### src/rtl/fwd_hazard_unit.sv
// Forwarding/hazard unit for the MIPS Ex stage: tracks DEPTH in-flight writes,
// selects forwarding sources, stalls on load-use; long-op scoreboard under FWD_LONG_OP_EN.
module fwd_hazard_unit #(
  parameter  int REG_AW  = 5,
  parameter  int NSRC    = 2,
  parameter  int DEPTH   = 3,
  parameter  int MAX_LAT = 8,
  localparam int SEL_W   = $clog2(DEPTH + 2),
  localparam int CNT_W   = $clog2(MAX_LAT + 1)
) (
  input  logic                    clk,
  input  logic                    rst_n,
  input  logic                    ex_valid,
  input  logic                    flush,
  input  logic [NSRC*REG_AW-1:0]  ex_src,
  input  logic [REG_AW-1:0]       ex_rd,
  input  logic                    ex_regwr,
  input  logic                    ex_load,
  input  logic                    ex_long,
  input  logic [CNT_W-1:0]        ex_lat,
  output logic [NSRC*SEL_W-1:0]   fwd_sel,
  output logic                    stall,
  output logic                    long_busy,
  output logic                    long_done,
  output logic [REG_AW-1:0]       long_rd
);

  logic              v_q    [1:DEPTH];
  logic              v_d    [1:DEPTH];
  logic [REG_AW-1:0] rd_q   [1:DEPTH];
  logic [REG_AW-1:0] rd_d   [1:DEPTH];
  logic              load_q [1:DEPTH];
  logic              load_d [1:DEPTH];

  logic [REG_AW-1:0] src [NSRC];
  logic [SEL_W-1:0]  sel [NSRC];
  logic              load_use;
  logic              long_dep;
  logic              waw;
  logic              structural;
  logic              accept;
  logic              is_long;
  logic              long_pend;

`ifdef FWD_LONG_OP_EN
  logic [CNT_W-1:0]  cnt_q, cnt_d;
  logic [REG_AW-1:0] lrd_q, lrd_d;

  assign is_long   = ex_long;
  assign long_pend = (cnt_q > CNT_W'(1));
  assign long_done = (cnt_q == CNT_W'(1));
  assign long_busy = (cnt_q != '0);
  assign long_rd   = lrd_q;

  // A new accepted long op reloads the counter even in its predecessor's done cycle.
  always_comb begin
    cnt_d = cnt_q;
    lrd_d = lrd_q;
    if (accept && ex_long && ex_regwr && (ex_rd != '0)) begin
      cnt_d = (ex_lat == '0) ? CNT_W'(1) : ex_lat;
      lrd_d = ex_rd;
    end else if (cnt_q != '0) begin
      cnt_d = cnt_q - CNT_W'(1);
    end
  end

  always_ff @(posedge clk or negedge rst_n) begin
    if (!rst_n) begin
      cnt_q <= '0;
      lrd_q <= '0;
    end else begin
      cnt_q <= cnt_d;
      lrd_q <= lrd_d;
    end
  end
`else
  logic unused_long;

  assign unused_long = ^{ex_long, ex_lat};
  assign is_long     = 1'b0;
  assign long_pend   = 1'b0;
  assign long_done   = 1'b0;
  assign long_busy   = 1'b0;
  assign long_rd     = '0;
`endif

  // Scanning from the oldest stage down lets the youngest match overwrite older ones.
  always_comb begin
    fwd_sel    = '0;
    load_use   = 1'b0;
    long_dep   = 1'b0;
    waw        = long_pend && ex_regwr && (ex_rd == long_rd);
    structural = long_pend && ex_long;
    for (int i = 0; i < NSRC; i++) begin
      src[i] = ex_src[i*REG_AW +: REG_AW];
      sel[i] = '0;
      for (int k = DEPTH; k >= 1; k--) begin
        if (v_q[k] && (rd_q[k] == src[i]) && (src[i] != '0))
          sel[i] = SEL_W'(k);
      end
      if (long_done && (long_rd == src[i]) && (src[i] != '0))
        sel[i] = SEL_W'(DEPTH + 1);
      if ((sel[i] == SEL_W'(1)) && load_q[1])
        load_use = 1'b1;
      if (long_pend && (src[i] == long_rd) && (src[i] != '0))
        long_dep = 1'b1;
      fwd_sel[i*SEL_W +: SEL_W] = sel[i];
    end
    stall  = ex_valid && !flush && (load_use || long_dep || waw || structural);
    accept = ex_valid && !stall && !flush;
  end

  always_comb begin
    v_d[1]    = accept && ex_regwr && (ex_rd != '0) && !is_long;
    rd_d[1]   = ex_rd;
    load_d[1] = ex_load;
    for (int k = 2; k <= DEPTH; k++) begin
      v_d[k]    = v_q[k-1];
      rd_d[k]   = rd_q[k-1];
      load_d[k] = load_q[k-1];
    end
  end

  always_ff @(posedge clk or negedge rst_n) begin
    if (!rst_n) begin
      for (int k = 1; k <= DEPTH; k++) begin
        v_q[k]    <= 1'b0;
        rd_q[k]   <= '0;
        load_q[k] <= 1'b0;
      end
    end else begin
      for (int k = 1; k <= DEPTH; k++) begin
        v_q[k]    <= v_d[k];
        rd_q[k]   <= rd_d[k];
        load_q[k] <= load_d[k];
      end
    end
  end

endmodule
### config.mk
export PLATFORM = sky130hd
export DESIGN_NAME = fwd_hazard_unit
export DESIGN_NICKNAME = d
export VERILOG_FILES = /design/src/rtl/fwd_hazard_unit.sv
export SDC_FILE = /design/constraint.sdc
export NUM_CORES = 1
export LEC_CHECK = 0
export CORE_MARGIN = 3
export CORE_UTILIZATION = 45
export CTS_CLUSTER_DIAMETER = 50
export DETAILED_ROUTE_END_ITERATION = 7
export PLACE_DENSITY = 0.89
export SETUP_SLACK_MARGIN = 0.2
export SYNTH_ARGS = -nofsm -noshare
export SYNTH_HDL_FRONTEND = slang
export SYNTH_SLANG_ARGS = --single-unit
export TNS_END_PERCENT = 5
### constraint.sdc
create_clock -name clk -period 2.6 [get_ports clk]
set_input_delay 0.52 -clock clk [delete_from_list [all_inputs] [get_ports clk]]
set_output_delay 0.52 -clock clk [all_outputs]
set_load 0.02 [all_outputs]
==> key figures <==
Outcome
  • Status: completed

Pwr
  • Switching power: 166 uW
  • Power Density: between 400 and 500 nW/um^2
  • Flop pwr share: 54.0%
  • Worst VDD drop: 0.339 mV
  • P_leak: 0.631 nW
  • Clk network pwr share: 23.6%
  • Comb pwr share: roughly 22%
  • Internal: about 440 uW
  • Switching share of power: a little over a quarter

Cells and area
  • Fin util: between 70% and 80%
  • Final Cell Area: 1460 sq um
  • Area delta synth->final: 45.1%
  • # nets final: approximately 160
  • Ant diodes: 0
  • Fraction of layout instances using a drive strength above 1: 38.8%
  • Non-Filler Instances: 156

Place
  • DP HPWL: 1.79 mm
  • Area after DPL: 1330 sq um
  • Port bufs: 25
  • Post-Place Cells: ~150
  • GPL Wtd Cong: 0.865

Synth
  • Synth warn: 0
  • Register bit count reported by yosys: 19
  • Count leader, synth: dfrtp_1
  • Post-synth EDFFs: 0
  • Yosys top cell by area: dfrtp_1
  • Ys flop type: dfrtp_1
  • Synth top cells by count: 19 x dfrtp_1, 18 x xnor2_1, 12 x xor2_1
  • FFs w/ async S/R, synth: 100%
  • Mapped cell area: 1000 sq um
  • Synth top area cells: dfrtp_1 47%, xnor2_1 16%, xor2_1 10%
  • Yosys top cell area share: 47.4%
  • Mean post-synth cell area: 11.7 sq um
  • Mapped Cells: 86
  • Seq/Total Area, Yosys: 47.4%
  • Netlist cell types: 16

Worst setup path
  • CP endpoint kind: output pin
  • Worst path slowest cell: or4_4
  • Family with the most delay on the worst path: simple AND/OR/NAND/NOR gates
  • Most common cell on crit path: buf_4
  • Crit start category: primary input
  • R2R setup slack: 1.15 ns
  • Crit Path Category: in2out
  • Critical path peak fanout: 3
  • Worst path cell trace: clkdlybuf4s15_2, or4_4, nor2_4, nor4_4, buf_4, o21bai_1, buf_4
  • Worst path max stage delay: 0.53 ns
  • CP Data Required Time: 2.08 ns
  • Worst Path Arrival: 1.94 ns
  • Crit path buf inv count: 3

Clocking
  • Clock Latency Late Sink: approximately 0.28 ns
  • H-tree depth: 1
  • Clk slew on worst S/H paths: ~0.10 ns
  • CTS Buffer Depth: 2
  • Num CTS Buffers: 3
  • CTS tree: done
  • Root buf cell: clkbuf_4
  • # clock sinks: 19

Floorplan
  • Total Die Area: 2830 sq um
  • IO Count: 40
  • Die Y: 53.2 um
  • Die X: about 53 um
  • CORE AREA: 2040 sq um
  • Initial Util: 49.1%
  • # rows: 16

GRT
  • Pin count of the biggest net entering global routing: 20
  • First-pass GRT wire length: 3.99 mm
  • Total gr overflow: 0
  • GR Util All Layers: 19.9%
  • Vias in the first global route: 864
  • Antenna violations before repair: 0

STA
  • # setup viols final: 0
  • Setup TNS: 0 ns
  • Slew @ Worst Pin: 0.818 ns
  • Max Clock Freq: approximately 410 MHz
  • Crit share post-route: 94.8%
  • Slew headroom: 45.3%
  • Final period demand of the worst path: 2.46 ns
  • Clk_skew: between 0.001 and 0.0015 ns
  • Worst hold margin: 0.429 ns
  • Slew Viols, Final: 0
  • Unrepaired setup endpoints after global routing: yes
  • Final Hold Fails: 0

Worst hold path
  • Hold Path Class: reg2reg

Detailed routing
  • Pre-antenna DRT Iters: 4
  • Drt initial violations: 7
  • Routed WL: 2.42 mm
  • Via/cell ratio: 4.92
  • DRC: 0
  • Total number of vias: 767
  • Final ANT Viol Nets: 0
  • Wirelength per Cell: about 16 um

Flow run
  • Max-cap violation count: 0
==> layer usage <==
layer  global-route usage, %  up-vias  routed length (um)
met5                       0        -                   0
met4                    5.53        0                  42
met3                    3.10        4                 141
met2                    38.6       30                1310
met1                    21.6      366                 924
li1                        -      367                   -
==> cells in the final DEF (no fill, tap or decap), drive strengths merged <==
cell type / Yosys / final
buf: 9 / 24
dfrtp: 19 / 19
xnor2: 18 / 18
xor2: 12 / 12
clkdlybuf4s50: 0 / 10
conb: 1 / 9
clkbuf: 0 / 7
nand4: 6 / 6
or4: 5 / 5
nor2: 4 / 4
nor4: 4 / 4
nor2b: 3 / 3
o21bai: 2 / 2
clkdlybuf4s15: 0 / 2
o21ai: 1 / 1
nor3b: 1 / 1
o2111a: 1 / 1
dlygate4sd2: 0 / 1
==> per-stage QoR <==
step	total power, mW	worst slack [ns]
after floorplan	0.390	0.429
after global placement	0.447	-0.604
after detailed placement	0.451	-0.643
after CTS	0.605	0.0943
after global routing	0.640	0.0793
final	0.604	0.136
==> sequential cells by signal (all words and copies together) (netlist names) <==
| signal | cells |
|---|---|
| v_q | 1 |
| load_d | 1 |
| rd_d | 10 |
| rd_q | 5 |
| v_d | 2 |
==> what timing repair did <==
action / in CTS / in global routing
setup endpoints to repair: 5 / 5
buffers inserted: 3 / 1
pin swaps: 16 / 11
hold buffers: 0 / 0
gates resized for setup: 68 / 10
==> power groups by stage <==
stage	clock (mW)	sequential (mW)	combinational, mW
finish	0.143	0.326	0.135
global route	0.167	0.328	0.144
CTS	0.149	0.326	0.130
detailed placement	0	0.331	0.120
global placement	0	0.330	0.117
floorplan	0	0.327	0.0634
==> path summary, 6_finish.rpt <==
check / startpoint / endpoint / cells past startpoint
max in group asynchronous: rst_n / v_q[0] / 1
min in group asynchronous: rst_n / rd_d[5] / 1
worst max-delay path: ex_src[6] / fwd_sel[3] / 7
worst max register to register: rd_d[9] / v_d[1] / 5
worst min register to register: v_d[1] / v_d[0] / 0
worst min-delay path: v_d[1] / v_d[0] / 0
==> final cells by class <==
class                   instances  area, sq um
clock buffers                   4         26.3
fillers                       155          586
multi-input cells              66          592
flip-flops and latches         19          475
well taps                      27         33.8
repair buffers                 40          329
==> cells by family after synthesis <==
group / after synthesis / synth area share [%]
buf+inv: 9 / 6.73
other cells: 1 / 0.374
flops: 19 / 47.4
simple gates: 23 / 15.8
compound gates: 4 / 3.49
xor+xnor: 30 / 26.2
Note: power is estimated with default switching activity, not from simulation.
